## config.mk

```make
export PLATFORM = sky130hd
export DESIGN_NAME = inst_fetch_buffer_flat
export DESIGN_NICKNAME = d
export VERILOG_FILES = /design/src/rtl/inst_fetch_buffer_if.sv /design/src/rtl/inst_fetch_buffer.sv /design/src/flat_wrapper.sv
export SDC_FILE = /design/constraint.sdc
export NUM_CORES = 1
export LEC_CHECK = 0
export CORE_AREA = 3 3 231 233
export CTS_CLUSTER_SIZE = 30
export DETAILED_ROUTE_END_ITERATION = 8
export DIE_AREA = 0 0 234 236
export SYNTH_ARGS = -nofsm -noshare
export SYNTH_HDL_FRONTEND = slang
export SYNTH_SLANG_ARGS = --single-unit
export TNS_END_PERCENT = 20
```

## constraint.sdc

```tcl
create_clock -name clk -period 6.4 [get_ports clk]
set_clock_uncertainty 0.1 [all_clocks]
set_input_delay 1.28 -clock clk [delete_from_list [all_inputs] [get_ports clk]]
set_output_delay 1.28 -clock clk [all_outputs]
set_load 0.005 [all_outputs]
```

## src/rtl/inst_fetch_buffer_if.sv

```systemverilog
// Instruction-bus read channel: the fetch buffer drives req/addr (master), memory returns ack/rdata (slave).
interface inst_fetch_buffer_if;
  localparam int unsigned AW = 32;
  localparam int unsigned DW = 32;

  logic          bus_req_o;
  logic [AW-1:0] bus_addr_o;
  logic          bus_ack_i;
  logic [DW-1:0] bus_rdata_i;

  modport master (output bus_req_o, output bus_addr_o, input  bus_ack_i, input  bus_rdata_i);
  modport slave  (input  bus_req_o, input  bus_addr_o, output bus_ack_i, output bus_rdata_i);
endinterface

```

## src/rtl/inst_fetch_buffer.sv

```systemverilog
// Sequential instruction prefetch buffer: fetches ahead over a req/ack bus into a {addr,inst} FIFO,
// answers core fetches combinationally on a head hit and requests a stall otherwise.
module inst_fetch_buffer #(
  parameter int unsigned DEPTH      = 4,
  parameter logic [31:0] RESET_ADDR = 32'h0000_0000
) (
  input  logic                clk,
  input  logic                rst,
  input  logic                ce_i,
  input  logic [31:0]         addr_i,
  output logic [31:0]         inst_o,
  output logic                stall_req_o,
  inst_fetch_buffer_if.master bus
);
  localparam int unsigned AW    = 32;
  localparam int unsigned DW    = 32;
  localparam int unsigned PTR_W = (DEPTH > 1) ? $clog2(DEPTH) : 1;
  localparam int unsigned CNT_W = $clog2(DEPTH + 1);

  typedef enum logic [1:0] {S_IDLE, S_FETCH, S_DRAIN} state_t;

  state_t           r_state;
  state_t           w_state_nxt;
  logic [AW-1:0]    r_tag  [DEPTH];
  logic [DW-1:0]    r_data [DEPTH];
  logic [PTR_W-1:0] r_rd_ptr;
  logic [PTR_W-1:0] r_wr_ptr;
  logic [CNT_W-1:0] r_count;
  logic [AW-1:0]    r_fetch_addr;
  logic [AW-1:0]    r_drain_addr;
  logic             r_bus_req;
  logic [AW-1:0]    r_bus_addr;

  logic             w_empty;
  logic             w_hit;
  logic             w_redirect;
  logic             w_push;
  logic [AW-1:0]    w_head_tag;
  logic [AW-1:0]    w_exp_addr;
  logic [AW-1:0]    w_fetch_nxt;
  logic [AW-1:0]    w_drain_nxt;
  logic [AW-1:0]    w_bus_addr_nxt;
  logic [CNT_W:0]   w_cnt_after_push;

  // Hit/redirect classification of the core's fetch against the expected next address
  assign w_empty          = (r_count == '0);
  assign w_head_tag       = r_tag[r_rd_ptr];
  assign w_exp_addr       = w_empty ? r_fetch_addr : w_head_tag;
  assign w_hit            = ce_i && !w_empty && (addr_i == w_head_tag);
  assign w_redirect       = ce_i && (addr_i != w_exp_addr);
  assign w_cnt_after_push = {1'b0, r_count} + (CNT_W+1)'(1) - (CNT_W+1)'(w_hit);

  assign inst_o         = (!rst && w_hit) ? r_data[r_rd_ptr] : '0;
  assign stall_req_o    = !rst && ce_i && !w_hit;
  assign bus.bus_req_o  = r_bus_req;
  assign bus.bus_addr_o = r_bus_addr;

  always_ff @(posedge clk) begin
    if (rst) r_state <= S_IDLE;
    else     r_state <= w_state_nxt;
  end

  always_comb begin
    w_state_nxt    = r_state;
    w_push         = 1'b0;
    w_fetch_nxt    = r_fetch_addr;
    w_drain_nxt    = r_drain_addr;
    w_bus_addr_nxt = '0;
    if (w_redirect) w_fetch_nxt = addr_i;
    unique case (r_state)
      S_IDLE: begin
        if (w_redirect || (ce_i && (r_count < CNT_W'(DEPTH)))) w_state_nxt = S_FETCH;
      end
      S_FETCH: begin
        // A redirect without ack leaves a request in flight that must be drained first
        if (w_redirect) begin
          if (!bus.bus_ack_i) begin
            w_drain_nxt = r_fetch_addr;
            w_state_nxt = S_DRAIN;
          end
        end else if (bus.bus_ack_i) begin
          w_push      = 1'b1;
          w_fetch_nxt = r_fetch_addr + AW'(4);
          if (!ce_i || (w_cnt_after_push >= (CNT_W+1)'(DEPTH))) w_state_nxt = S_IDLE;
        end
      end
      S_DRAIN: begin
        if (bus.bus_ack_i) w_state_nxt = S_FETCH;
      end
      default: w_state_nxt = S_IDLE;
    endcase
    if (w_state_nxt == S_DRAIN)      w_bus_addr_nxt = w_drain_nxt;
    else if (w_state_nxt == S_FETCH) w_bus_addr_nxt = w_fetch_nxt;
  end

  // FIFO bookkeeping, fetch/drain addresses and registered bus outputs
  always_ff @(posedge clk) begin
    if (rst) begin
      r_rd_ptr     <= '0;
      r_wr_ptr     <= '0;
      r_count      <= '0;
      r_fetch_addr <= RESET_ADDR;
      r_drain_addr <= '0;
      r_bus_req    <= 1'b0;
      r_bus_addr   <= '0;
    end else begin
      r_fetch_addr <= w_fetch_nxt;
      r_drain_addr <= w_drain_nxt;
      r_bus_req    <= (w_state_nxt != S_IDLE);
      r_bus_addr   <= w_bus_addr_nxt;
      if (w_redirect) begin
        r_rd_ptr <= '0;
        r_wr_ptr <= '0;
        r_count  <= '0;
      end else begin
        if (w_push) r_wr_ptr <= r_wr_ptr + PTR_W'(1);
        if (w_hit)  r_rd_ptr <= r_rd_ptr + PTR_W'(1);
        r_count <= r_count + CNT_W'(w_push) - CNT_W'(w_hit);
      end
    end
  end

  always_ff @(posedge clk) begin
    if (w_push) begin
      r_tag[r_wr_ptr]  <= r_fetch_addr;
      r_data[r_wr_ptr] <= bus.bus_rdata_i;
    end
  end
endmodule

```

## src/flat_wrapper.sv

```systemverilog
// flat-port wrapper written by rule: the top's interface ports become plain ports
module inst_fetch_buffer_flat 
#(
  parameter int unsigned DEPTH      = 4,
  parameter logic [31:0] RESET_ADDR = 32'h0000_0000
)
  (clk, rst, ce_i, addr_i, inst_o, stall_req_o, bus_bus_req_o, bus_bus_addr_o, bus_bus_ack_i, bus_bus_rdata_i);
  inst_fetch_buffer_if bus_i ();
  input  logic clk;
  input  logic rst;
  input  logic ce_i;
  input  logic [31:0] addr_i;
  output logic [31:0] inst_o;
  output logic stall_req_o;
  output wire logic [$bits(bus_i.bus_req_o)-1:0] bus_bus_req_o;
  output wire logic [$bits(bus_i.bus_addr_o)-1:0] bus_bus_addr_o;
  input wire logic [$bits(bus_i.bus_ack_i)-1:0] bus_bus_ack_i;
  input wire logic [$bits(bus_i.bus_rdata_i)-1:0] bus_bus_rdata_i;
  assign bus_bus_req_o = bus_i.bus_req_o;
  assign bus_bus_addr_o = bus_i.bus_addr_o;
  assign bus_i.bus_ack_i = bus_bus_ack_i;
  assign bus_i.bus_rdata_i = bus_bus_rdata_i;
  inst_fetch_buffer #(.DEPTH(DEPTH), .RESET_ADDR(RESET_ADDR)) u_core (.clk(clk), .rst(rst), .ce_i(ce_i), .addr_i(addr_i), .inst_o(inst_o), .stall_req_o(stall_req_o), .bus(bus_i));
endmodule
```

# Word-level counts from Yosys, hierarchy flattened
# Memories as Yosys holds them, arrays and structs flattened. A register that Yosys moved wholly into a read port is not among the register bits.
# Cells that the tools add are included.
# W data, S select, Z words.
dict set report classes {
  n_eq_ne 6
  order_cmp 2
  addsub 7
  muxes 27
  n_reduce_logical 17
}
# cell n
set ops {}
lappend ops {{$mux W32} 11}
lappend ops {{$add A32 B3 Y32 const B} 1}
lappend ops {{$eq A32 B32 Y1} 1}
lappend ops {{$ne A32 B32 Y1} 1}
lappend ops {{$mux W2} 10}
lappend ops {{$logic_and A1 B1 Y1} 7}
lappend ops {{$pmux W2 S3} 1}
lappend ops {{$mux W1} 5}
lappend ops {{$add A2 B1 Y2 const B} 2}
lappend ops {{$add A3 B1 Y4 const B} 1}
lappend ops {{$eq A2 B1 Y1 const B} 2}
lappend ops {{$eq A2 B2 Y1 const B} 2}
lappend ops {{$ge A4 B3 Y1 const B} 1}
lappend ops {{$logic_not A1 Y1} 4}
lappend ops {{$sub A4 B1 Y4} 1}
lappend ops {{$add A3 B1 Y3} 1}
lappend ops {{$logic_not A3 Y1} 1}
lappend ops {{$lt A3 B3 Y1 const B} 1}
lappend ops {{$sub A3 B1 Y3} 1}
lappend ops {{$logic_not A2 Y1} 1}
lappend ops {{$logic_or A1 B1 Y1} 2}
lappend ops {{$reduce_bool A2 Y1} 1}
lappend ops {{$reduce_or A2 Y1} 1}
dict set report word_totals {
  out_inout_bits 66
  ramBits 256
  memories 2
  regBits 106
}
# memory words width read_ports rd_ports_with_merged_regs wr line
set memory_table {}
lappend memory_table {u_core.r_data 4 32 1 1 1 inst_fetch_buffer.sv:25} ;# logic [DW-1:0] r_data [DEPTH];
lappend memory_table {u_core.r_tag 4 32 1 1 1 inst_fetch_buffer.sv:24} ;# logic [AW-1:0] r_tag [DEPTH];

# Longest topological paths before layout
# Gate-level depths: netlist (run 1).
dict set report depth {
  depth_word 14
  depth_mapped 20
  ltp_nobuf 14
}

# Least setup slack after synthesis (run 1)
# No wires, ideal clock.
dict set report synth_timing {
  path_kind {in2reg}
  startpoint {input addr_i[7]}
  endpoint {memory u_core.r_data[0][0], enable pin}
  t_required_ns 5.871
  t_arrival_ns 4.559
  path_buffers 3
  path_stages 10
  slack_ns 1.312
  cell_sequence {xnor2_1 > or3_1 > a2111oi_2 > nand3_1 > a211o_1 > buf_2 > nand2_1 > buf_4 > buf_6 > and3_1}
}
dict set report synth_between {
  elab_chain_len 6
}
# element line
set synth_rtl {}
lappend synth_rtl {{from (decl)} flat_wrapper.sv:12} ;# input logic [31:0] addr_i;
lappend synth_rtl {{$ne A32 B32 Y1} inst_fetch_buffer.sv:50} ;# assign w_redirect = ce_i && (addr_i != w_exp_addr);
lappend synth_rtl {{$logic_and A1 B1 Y1} inst_fetch_buffer.sv:50}
lappend synth_rtl {{$mux W1} inst_fetch_buffer.sv:76} ;# if (w_redirect) begin
lappend synth_rtl {{$mux W1} inst_fetch_buffer.sv:70} ;# unique case (r_state)
lappend synth_rtl {{$mux W1} inst_fetch_buffer.sv:124} ;# if (w_push) begin
lappend synth_rtl {{$mux W1 (not written as such)} inst_fetch_buffer.sv:126} ;# r_data[r_wr_ptr] <= bus.bus_rdata_i;
lappend synth_rtl {{to (decl)} inst_fetch_buffer.sv:25}
# Every way passes these cells.

# Worst setup path after layout (run 1)
dict set report layout_timing {
  startpoint {input addr_i[7]}
  endpoint {output inst_o[31]}
}
dict set report layout_between {
  elab_chain_len 4
}
# element line
set layout_rtl {}
lappend layout_rtl {{$eq A32 B32 Y1} inst_fetch_buffer.sv:49} ;# assign w_hit = ce_i && !w_empty && (addr_i == w_head_tag);
lappend layout_rtl {{$logic_and A1 B1 Y1} inst_fetch_buffer.sv:49}
lappend layout_rtl {{$logic_and A1 B1 Y1} inst_fetch_buffer.sv:53} ;# assign inst_o = (!rst && w_hit) ? r_data[r_rd_ptr] : '0;
lappend layout_rtl {{$mux W32} inst_fetch_buffer.sv:53}
lappend layout_rtl {{to (decl)} flat_wrapper.sv:13} ;# output logic [31:0] inst_o;
# Every way passes these cells.

==> impl_metrics.toml, run 1 <==
[outcome]
status = "completed"

[yosys]
synth_cell_type_count = 54
netlist_area_sq_um = 15400
async_flop_share_pct = 0
synth-edff-count = 256
synthesis.nets = 1096
ys_seq_area_share_pct = 64.1
synth_top_area_share_pct = 50.0
synth_largest_area_cell = "edfxtp_1"
yosysWarnings = 0
synthCells = 1019
avgSynthCellArea_sq_um = 15.1
synthTopCellsByArea = "edfxtp_1 50%, dfxtp_1 14%, mux4_2 7.6%, mux2i_1 3.5%, xnor2_1 3.4%"
ys.flop_type = "edfxtp_1"
ys_ff_latch = 364

[global_routing]
track_usage_pct = 13.8
antenna_found_initial = 0
grt_pass1_vias = 9383
met3_usage_pct = 2.44
met2_usage_pct = 22.3
grt_pass1_wl_mm = 58.0
met1_usage_pct = 19.1
top_usage_layer = "met2"
grt-ovfl-total = 0
grt_start_max_net_pins = 53

[placement]
placed_area_sq_um = 17500
gp_congestion = 0.816
hpwlAfterDp_mm = 24.8
post-place-cells = 1803
port_buffers = 133
preCtsSetupSlack_ns = 0.310

[die]
ios = 134
num_rows = 83
die_area_sq_um = 55200
die_h_um = 236
core_area_sq_um = 51400
start_util_pct = 29.9
die_w_um = 234

[drt]
drt_wl_total_mm = 38.1
drt-initial-drc-count = 662
dr.pass1.iters = 5
wl_per_cell_um = 20.3
drcViolationCount = 0
ant_nets = 0
avgViaCountPerCell = 4.78
vias = 8983

[timing]
slew_headroom_pct = 34.1
slew_viol_final = 0
setup_viol = 0
period_minus_slack_ns = 5.99
tns_ns = 0
max_freq_mhz = 167
rsz0062_at_grt = "false"
hold_viol = 0
worst_slew_pin_slew_ns = 0.968
worst_slack_ns = 0.410
hold_slack_ns = 0.369
post-route-period-util_pct = 93.6

[clock_tree]
cts_buffer_depth = 3
cts_tree = "built"
clock_sinks = 364
cts_setup_buffers = 0
clk_pin_slew_ns = 0.06
cts_root_buf = "clkbuf_16"
cts_made_buffers = 40
ctsHtreeMaxLevel = 2
cts-resized-gates = 0
clk_latency_ns = 0.55
ctsHoldBuffers = 0

[critical_path]
cp.arrival_ns = 4.61
reg2regPathDepth = 16
worstPathMaxFanout = 18
path_class = "input port to primary output"
r2r_slack_ns = 1.44
required_ns = 5.02
start_kind = "input port"
critPathCaptureType = "primary output"

[cells_and_area]
multiInputGateArea_sq_um = 5000
drive_gt1_share_pct = 15.9
final_cell_count_no_fill = 1879
fill_cells = 4928
ff_latch_area_sq_um = 9860
syn2layout_area_growth_pct = 23.2
fin_util_pct = 36.8
final_design_area_no_fill_sq_um = 18900
nets = 1243

[power_and_ir_drop]
finalPower_mw = 5.31
power_density_nw_per_um2 = 280
power.leakage_nw = 6.25
ir_worst_vdd_uv = 155

[flow_run]
drv_cap = 0

[min_path]
hold-path-cell-count = 2
min_path_type = "flip-flop to flip-flop"
worst paths after layout:
kind                                       from                                    to
max                                   addr_i[7]                            inst_o[31]
min          u_core.r_drain_addr[31]$_SDFF_PP0_    u_core.r_drain_addr[31]$_SDFF_PP0_
max reg2reg                           flip-flop  u_core.bus.bus_addr_o[22]$_SDFF_PP0_
min reg2reg  u_core.r_drain_addr[31]$_SDFF_PP0_    u_core.r_drain_addr[31]$_SDFF_PP0_
registers in the layout, indices dropped and copies added, names as in the netlist, 3 cells and up, named ones only:
name / flops
u_core.bus.bus_addr_o: 32
u_core.r_fetch_addr: 32
u_core.r_tag: 128
u_core.r_data: 128
u_core.r_drain_addr: 32
u_core.r_count: 3
cell usage after synthesis (all sizes together) (3+ instances only):
| library cell | number |
|---|---|
| a31oi | 3 |
| nand4 | 20 |
| xnor2 | 59 |
| o21ai | 32 |
| xor2 | 39 |
| o221ai | 30 |
| inv | 47 |
| clkbuf | 24 |
| buf | 33 |
| dfxtp | 108 |
| nor4 | 10 |
| nand2 | 50 |
| mux2i | 54 |
| a21oi | 6 |
| nor2b | 35 |
| nand3 | 15 |
| mux4 | 58 |
| and2 | 3 |
| nand3b | 27 |
| nor3 | 17 |
| nor2 | 50 |
| edfxtp | 256 |
| ha | 8 |
| and3 | 4 |
final cells by class:
class	instances	area share, %
diodes	1	0.0132
repair buffers	164	8.63
clock buffers	55	6.07
well taps	680	4.49
inverters	47	0.932
multi-input cells	549	26.4
flip-flops and latches	364	52.1
clock inverters	19	1.38
routing by layer:
layer,wire length [um],up-vias
li1,-,4121
met1,17500,4565
met2,18000,249
met3,1910,48
met4,728,0
met5,0,-
cell usage in the layout, fill, tap and decap left out, types with 17 or more instances in the layout:
master           synthesis  routed
nand4_1                 20      20
nand3b_1                27      27
xnor2_1                 59      59
xor2_1                  39      39
nor2b_4                 30      30
inv_1                   46      46
buf_4                    7      25
clkbuf_16                0      42
nor3_1                  17      17
edfxtp_1               256     256
o21ai_0                 32      32
nor2_1                  50      50
o221ai_1                30      30
nand2_1                 50      49
clkdlybuf4s50_1          0     132
mux4_2                  52      52
mux2i_1                 54      53
dfxtp_1                108     106
cell families after synthesis:
| kind of cell | after synthesis | synth area share [%] |
|---|---|---|
| DFF | 364 | 64.1 |
| and+or+nand+nor | 244 | 9.88 |
| muxes | 112 | 12.2 |
| buffers and inverters | 106 | 3.53 |
| xor gates and xnor gates | 98 | 5.59 |
| AOI/OAI and AO/OA | 86 | 3.96 |
| adders and majority gates | 9 | 0.782 |
critical path, cell delays in order:
cell and delay (ns):
clkdlybuf4s50_1 0.57, xnor2_1 0.10, or3_1 0.37, a2111oi_2 0.34, nand3_1 0.19, or4_1 0.59, or2_4 0.30, buf_12 0.19
nor2b_1 0.14, clkdlybuf4s50_1 0.51
power breakdown:
part / switching, mW / total (mW) / leakage (nW) / internal [mW]
Combinational: 0.148 / 0.280 / 2.36 / 0.132
Sequential: 0.0410 / 2.60 / 3.21 / 2.56
Clock: 0.921 / 2.43 / 0.690 / 1.51
Power figures use the tool's default switching activity.
==> inputs of run 2 (changes only) <==
- ABC_AREA: unset -> 1
- CORE_AREA: 3 3 231 233 -> 3 3 237 239
- DIE_AREA: 0 0 234 236 -> 0 0 240 242
==> run 2 against run 1 <==
Against the previous run: global-route usage rose by 1.6 points; fmax grew 1.5%; via count increased by 40%; worst setup slack improved by 0.088 ns; non-clock buffer count decreased by 8; synthesized area grew 5.8%; clock power is 9.1% higher; flip-flop and latch count is the same; wire length rose by 19%; power increased by 6.5%; count of clock-buffer cells in the layout shrank 10; critical path type is now flip-flop to primary output.
==> impl_metrics.toml, run 2 <==
[cells_and_area]
final_cell_mix = "630 x nand2_1, 256 x edfxtp_1, 175 x nand3_1"
drive_gt1_share_pct = 5.95
syn2layout_area_growth_pct = 21.5
final_design_area_no_fill_sq_um = 19700
reg_top3 = "u_core.r_data x128, u_core.r_tag x128"
final_cell_count_no_fill = 2612
num_antenna_cells = 0
final_common_cell = "nand2_1"
nets = 1960
fin_util_pct = 36.6

[yosys]
synth_cell_type_count = 36
synthTopCellsByArea = "edfxtp_1 47%, nand2_1 15%, dfxtp_1 13%, nand3_1 5.4%, inv_1 2.7%"
synth.most_common_cell = "nand2_1"
synth-edff-count = 256
async_flop_share_pct = 0
avgSynthCellArea_sq_um = 9.20
netlist_area_sq_um = 16300
synth_top_area_share_pct = 47.3
ys_seq_area_share_pct = 60.6
synth_largest_area_cell = "edfxtp_1"
synthTopCellsByCount = "630 x nand2_1, 256 x edfxtp_1, 175 x nand3_1"
ys.flop_type = "edfxtp_1"
yosysWarnings = 0
synthesis.nets = 1844
synthCells = 1767
ys_ff_latch = 364

[clock_tree]
cts_tree = "built"
cts_buffer_depth = 3
ctsHtreeMaxLevel = 2
cts_root_buf = "clkbuf_16"
clk_pin_slew_ns = 0.06
clk_latency_ns = 0.59
cts_setup_buffers = 0
cts_made_buffers = 42
ctsHoldBuffers = 0
clock_sinks = 364
cts-resized-gates = 0

[timing]
post-route-period-util_pct = 92.2
max_freq_mhz = 169
period_minus_slack_ns = 5.90
worst_slew_pin_slew_ns = 1.13
hold_slack_ns = 0.424
hold_viol = 0
rsz0062_at_grt = "false"
tns_ns = 0
worst_slack_ns = 0.498
slew_viol_final = 0
slew_headroom_pct = 24.4
setup_viol = 0

[placement]
placed_area_sq_um = 18200
port_buffers = 133
hpwlAfterDp_mm = 28.7
post-place-cells = 2535
gp_congestion = 0.861
preCtsSetupSlack_ns = 0.519

[power_and_ir_drop]
p_clk_share_pct = 46.9
swShare_pct = 22.7
power_frac_seq_pct = 46.5
p_switching_mw = 1.28
combPwrFrac_pct = 6.6
power_density_nw_per_um2 = 286
power.leakage_nw = 7.77
ir_worst_vdd_uv = 214
finalPower_mw = 5.65
p_int_mw = 4.37

[critical_path]
cp.arrival_ns = 4.52
start_kind = "flip-flop"
path_class = "flip-flop to primary output"
critPathCaptureType = "primary output"
worstPathMaxFanout = 64
required_ns = 5.02

[drt]
vias = 12604
drcViolationCount = 0
drt_wl_total_mm = 45.5
wl_per_cell_um = 17.4
dr.pass1.iters = 5
ant_nets = 0
avgViaCountPerCell = 4.83
drt-initial-drc-count = 846

[global_routing]
grt_start_max_net_pins = 76
track_usage_pct = 15.4
grt_pass1_wl_mm = 70.6
grt_pass1_vias = 12287
antenna_found_initial = 0
grt-ovfl-total = 0

[flow_run]
drv_cap = 0

[die]
ios = 134
num_rows = 85
start_util_pct = 30.1
core_area_sq_um = 54000
die_area_sq_um = 58100
die_h_um = 242
die_w_um = 240

[min_path]
min_path_type = "flip-flop to flip-flop"

[outcome]
status = "completed"
## run 2: changes by cell type after synthesis, moves of 22 or more
cell      before  now
mux4_2        52    0
o221ai_1      30    0
xnor2_1       59    1
nor2_1        50   88
mux2i_1       54    0
nand3_1       14  175
a21oi_1        6   74
nand4_1       20   42
nor3_1        17   40
nor2b_4       30    0
inv_1         46  119
nand2_1       50  630
## run 2: layout make-up
class | count | area (sq um)
Fill cell | 5382 | 34300
Sequential cell | 364 | 9850
Multi-Input combinational cell | 1194 | 5500
Timing Repair Buffer | 156 | 1500
Clock buffer | 45 | 1080
Tap cell | 696 | 871
Inverter | 125 | 473
Clock inverter | 32 | 460
## run 2: path summary, 6_finish.rpt
kind | from | end | slack, ns | depth (start not counted)
setup / recovery | flip-flop | inst_o[15] | 0.50 | 13
hold / removal | u_core.r_wr_ptr[0]$_SDFFE_PP0P_ | u_core.r_wr_ptr[0]$_SDFFE_PP0P_ | 0.42 | 2
setup reg to reg | u_core.r_count[2]$_SDFF_PP0_ | u_core.bus.bus_req_o$_SDFF_PP0_ | 2.01 | 19
hold reg to reg | u_core.r_wr_ptr[0]$_SDFFE_PP0P_ | u_core.r_wr_ptr[0]$_SDFFE_PP0P_ | 0.42 | 2
## run 2: logic make-up (layout without fill, tap and decap cells)
logic type	after synthesis	after routing	synth area share, %
compound gates	133	133	4.36
xor+xnor	36	36	1.94
fa+ha+maj	9	9	0.739
buf+inv	209	358	5.74
flops	364	364	60.6
simple gates	1016	1016	26.6
## run 2: power groups by stage
stage / combinational (mW) / sequential, mW / clock [mW]
floorplan: 0.207 / 2.66 / 0
global placement: 0.371 / 2.67 / 0
detailed placement: 0.374 / 2.68 / 0
CTS: 0.377 / 2.63 / 2.72
global route: 0.417 / 2.63 / 2.81
finish: 0.376 / 2.63 / 2.65
## run 2: critical path, stage by stage (launching register included)
cell and delay, ns:
dfxtp_2 0.33, buf_4 0.75, nand3_1 0.21, nand2_1 0.13, xor2_1 0.07, nor2_1 0.29, nand4_1 0.12, nor3_1 0.14
and3_1 0.22, nand2_1 0.12, inv_2 0.11, nand2_2 0.45, nor3_1 0.38, clkdlybuf4s50_1 0.56
## run 2: routing by layer
layer	vias up	track usage [%]	wire (um)	part of all wire, %
li1	6152	-	-	-
met1	5937	20.2	19700	43
met2	434	25.7	21400	47
met3	81	2.89	3170	7.0
met4	0	5.11	1320	2.9
met5	-	0	0	0
==> inputs of run 3 (changes only) <==
- RECOVER_POWER: unset -> 50
- clock period: 6.4 -> 6 ns (I/O delays scaled with it)
==> run 3 against run 2 <==
Against the previous run: the run now ends with capacitance limit, slew limit left; flip-flop and latch count unchanged; worst setup slack worse by 0.0027 ns; hold slack better by 0.00068 ns; sequential share of layout area increased by 0.61 points; sequential power increased by 6%; combinational power rose by 3%; clock power shrank 7%; largest cell class unchanged; largest power group is now registers.
==> impl_metrics.toml, run 3 (synthesized netlist as in run 2, its figures left out) <==
[critical_path]
worstPathMaxFanout = 65
critPathCaptureType = "primary output"
worstPathCellList = "inv_4, nand2_1, nand3_1, nand2_1, xor2_1, nor2_1, nand4_1, nor3_1, and3_1, nand2_1, inv_2, nand2_2, buf_4, nor3_1, clkdlybuf4s50_1"
crit_family = "simple AND/OR/NAND/NOR gates"
start_kind = "flip-flop"
path_class = "flip-flop to primary output"
crit_top_cell = "nand2_1"
required_ns = 4.70
crit_slowest_cell = "inv_4"
critPathBufInv = 4
cp.arrival_ns = 4.20
cpPeakStageDelay_ns = 0.55

[timing]
max_freq_mhz = 182
setup_viol = 0
hold_slack_ns = 0.425
post-route-period-util_pct = 91.7
slew_viol_final = 34
slew_headroom_pct = -10.7
rsz0062_at_grt = "false"
worst_slew_pin_slew_ns = 1.66
hold_viol = 0
period_minus_slack_ns = 5.50
tns_ns = 0

[die]
die_area_sq_um = 58100
die_h_um = 242
num_rows = 85
core_area_sq_um = 54000
start_util_pct = 30.1
ios = 134
die_w_um = 240

[cells_and_area]
syn2layout_area_growth_pct = 20.0
nets = 1962
num_antenna_cells = 0
drive_gt1_share_pct = 5.23
final_cell_count_no_fill = 2609
final_common_cell = "nand2_1"
final_cell_mix = "632 x nand2_1, 256 x edfxtp_1, 175 x nand3_1"
ff_latch_area_sq_um = 9850
reg_top3 = "u_core.r_data x128, u_core.r_tag x128"
multiInputGateArea_sq_um = 5480
fill_cells = 5417
final_design_area_no_fill_sq_um = 19500

[outcome]
violations = "capacitance limit, slew limit"
status = "finished with violations"

[placement]
hpwlAfterDp_mm = 28.9
port_buffers = 133
placed_area_sq_um = 18300
gp_congestion = 0.858
post-place-cells = 2538

[clock_tree]
ctsHoldBuffers = 0
ctsHtreeMaxLevel = 2
cts_setup_buffers = 0
cts_made_buffers = 41
clk_latency_ns = 0.56
clock_sinks = 364
clk_pin_slew_ns = 0.06
cts_root_buf = "clkbuf_16"
cts_tree = "built"
cts_buffer_depth = 3
cts-resized-gates = 0

[drt]
vias = 12543
drt-initial-drc-count = 832
wl_per_cell_um = 17.3
drt_wl_total_mm = 45.0
ant_nets = 0
avgViaCountPerCell = 4.81
dr.pass1.iters = 6
drcViolationCount = 0

[power_and_ir_drop]
finalPower_mw = 5.65
power_density_nw_per_um2 = 290
power.leakage_nw = 7.76
ir_worst_vdd_uv = 212

[global_routing]
antenna_found_initial = 1
track_usage_pct = 15.4
grt_pass1_vias = 12360
grt_pass1_wl_mm = 70.6
grt-ovfl-total = 0
grt_start_max_net_pins = 74

[flow_run]
drv_cap = 1

[min_path]
min_path_type = "flip-flop to flip-flop"
-- run 3: worst register-to-register path, stage by stage (launching register included) --
cell and delay, ns:
dfxtp_4 0.54, buf_4 0.69, nand2_1 0.13, nand3_1 0.15, nand3_1 0.11, nand2_1 0.07
nand2_1 0.05, nand2_1 0.07, nand2_1 0.07, nor2_1 0.10, nand2_1 0.09, nor2_1 0.13
nand2_1 0.13, nand2_1 0.67, nand2_1 0.51, inv_1 0.16, ha_1 0.16, inv_1 0.05
fa_1 0.37, or2_2 0.30, a21oi_1 0.16
-- run 3: routing by layer --
| metal | vias up | wire (um) | track usage [%] |
|---|---|---|---|
| li1 | 6149 | - | - |
| met1 | 5894 | 19600 | 20.2 |
| met2 | 422 | 21100 | 25.6 |
| met3 | 76 | 3060 | 2.64 |
| met4 | 2 | 1280 | 5.34 |
| met5 | - | 13 | 0 |
-- run 3: where the power goes --
part	leakage (nW)	switching [mW]	internal, mW
registers	3.21	0.0491	2.75
clock network	0.638	0.997	1.46
logic	3.90	0.242	0.145
-- run 3: worst paths after layout --
check | from | end | slack (ns) | cells past startpoint
hold reg to reg | u_core.r_wr_ptr[0]$_SDFFE_PP0P_ | u_core.r_wr_ptr[0]$_SDFFE_PP0P_ | 0.42 | 2
setup reg to reg | flip-flop | u_core.r_count[2]$_SDFF_PP0_ | 1.10 | 20
setup / recovery | flip-flop | inst_o[26] | 0.50 | 15
hold / removal | u_core.r_wr_ptr[0]$_SDFFE_PP0P_ | u_core.r_wr_ptr[0]$_SDFFE_PP0P_ | 0.42 | 2
-- run 3: final cells by class --
class                           instances  area share (%)
Clock buffer                           56            5.69
Sequential cell                       364            50.5
Inverter                              125            2.42
Timing Repair Buffer                  159            7.91
Clock inverter                         15           0.924
Multi-Input combinational cell       1194            28.1
Tap cell                              696            4.46
-- run 3: per-stage QoR --
stage / worst slack, ns / util [%]
after floorplan: 0.545 / -
after global placement: 0.663 / 33.8
after detailed placement: 0.579 / 33.8
after CTS: 0.409 / 36.2
after global routing: 0.129 / 36.1
final: 0.495 / 36.1
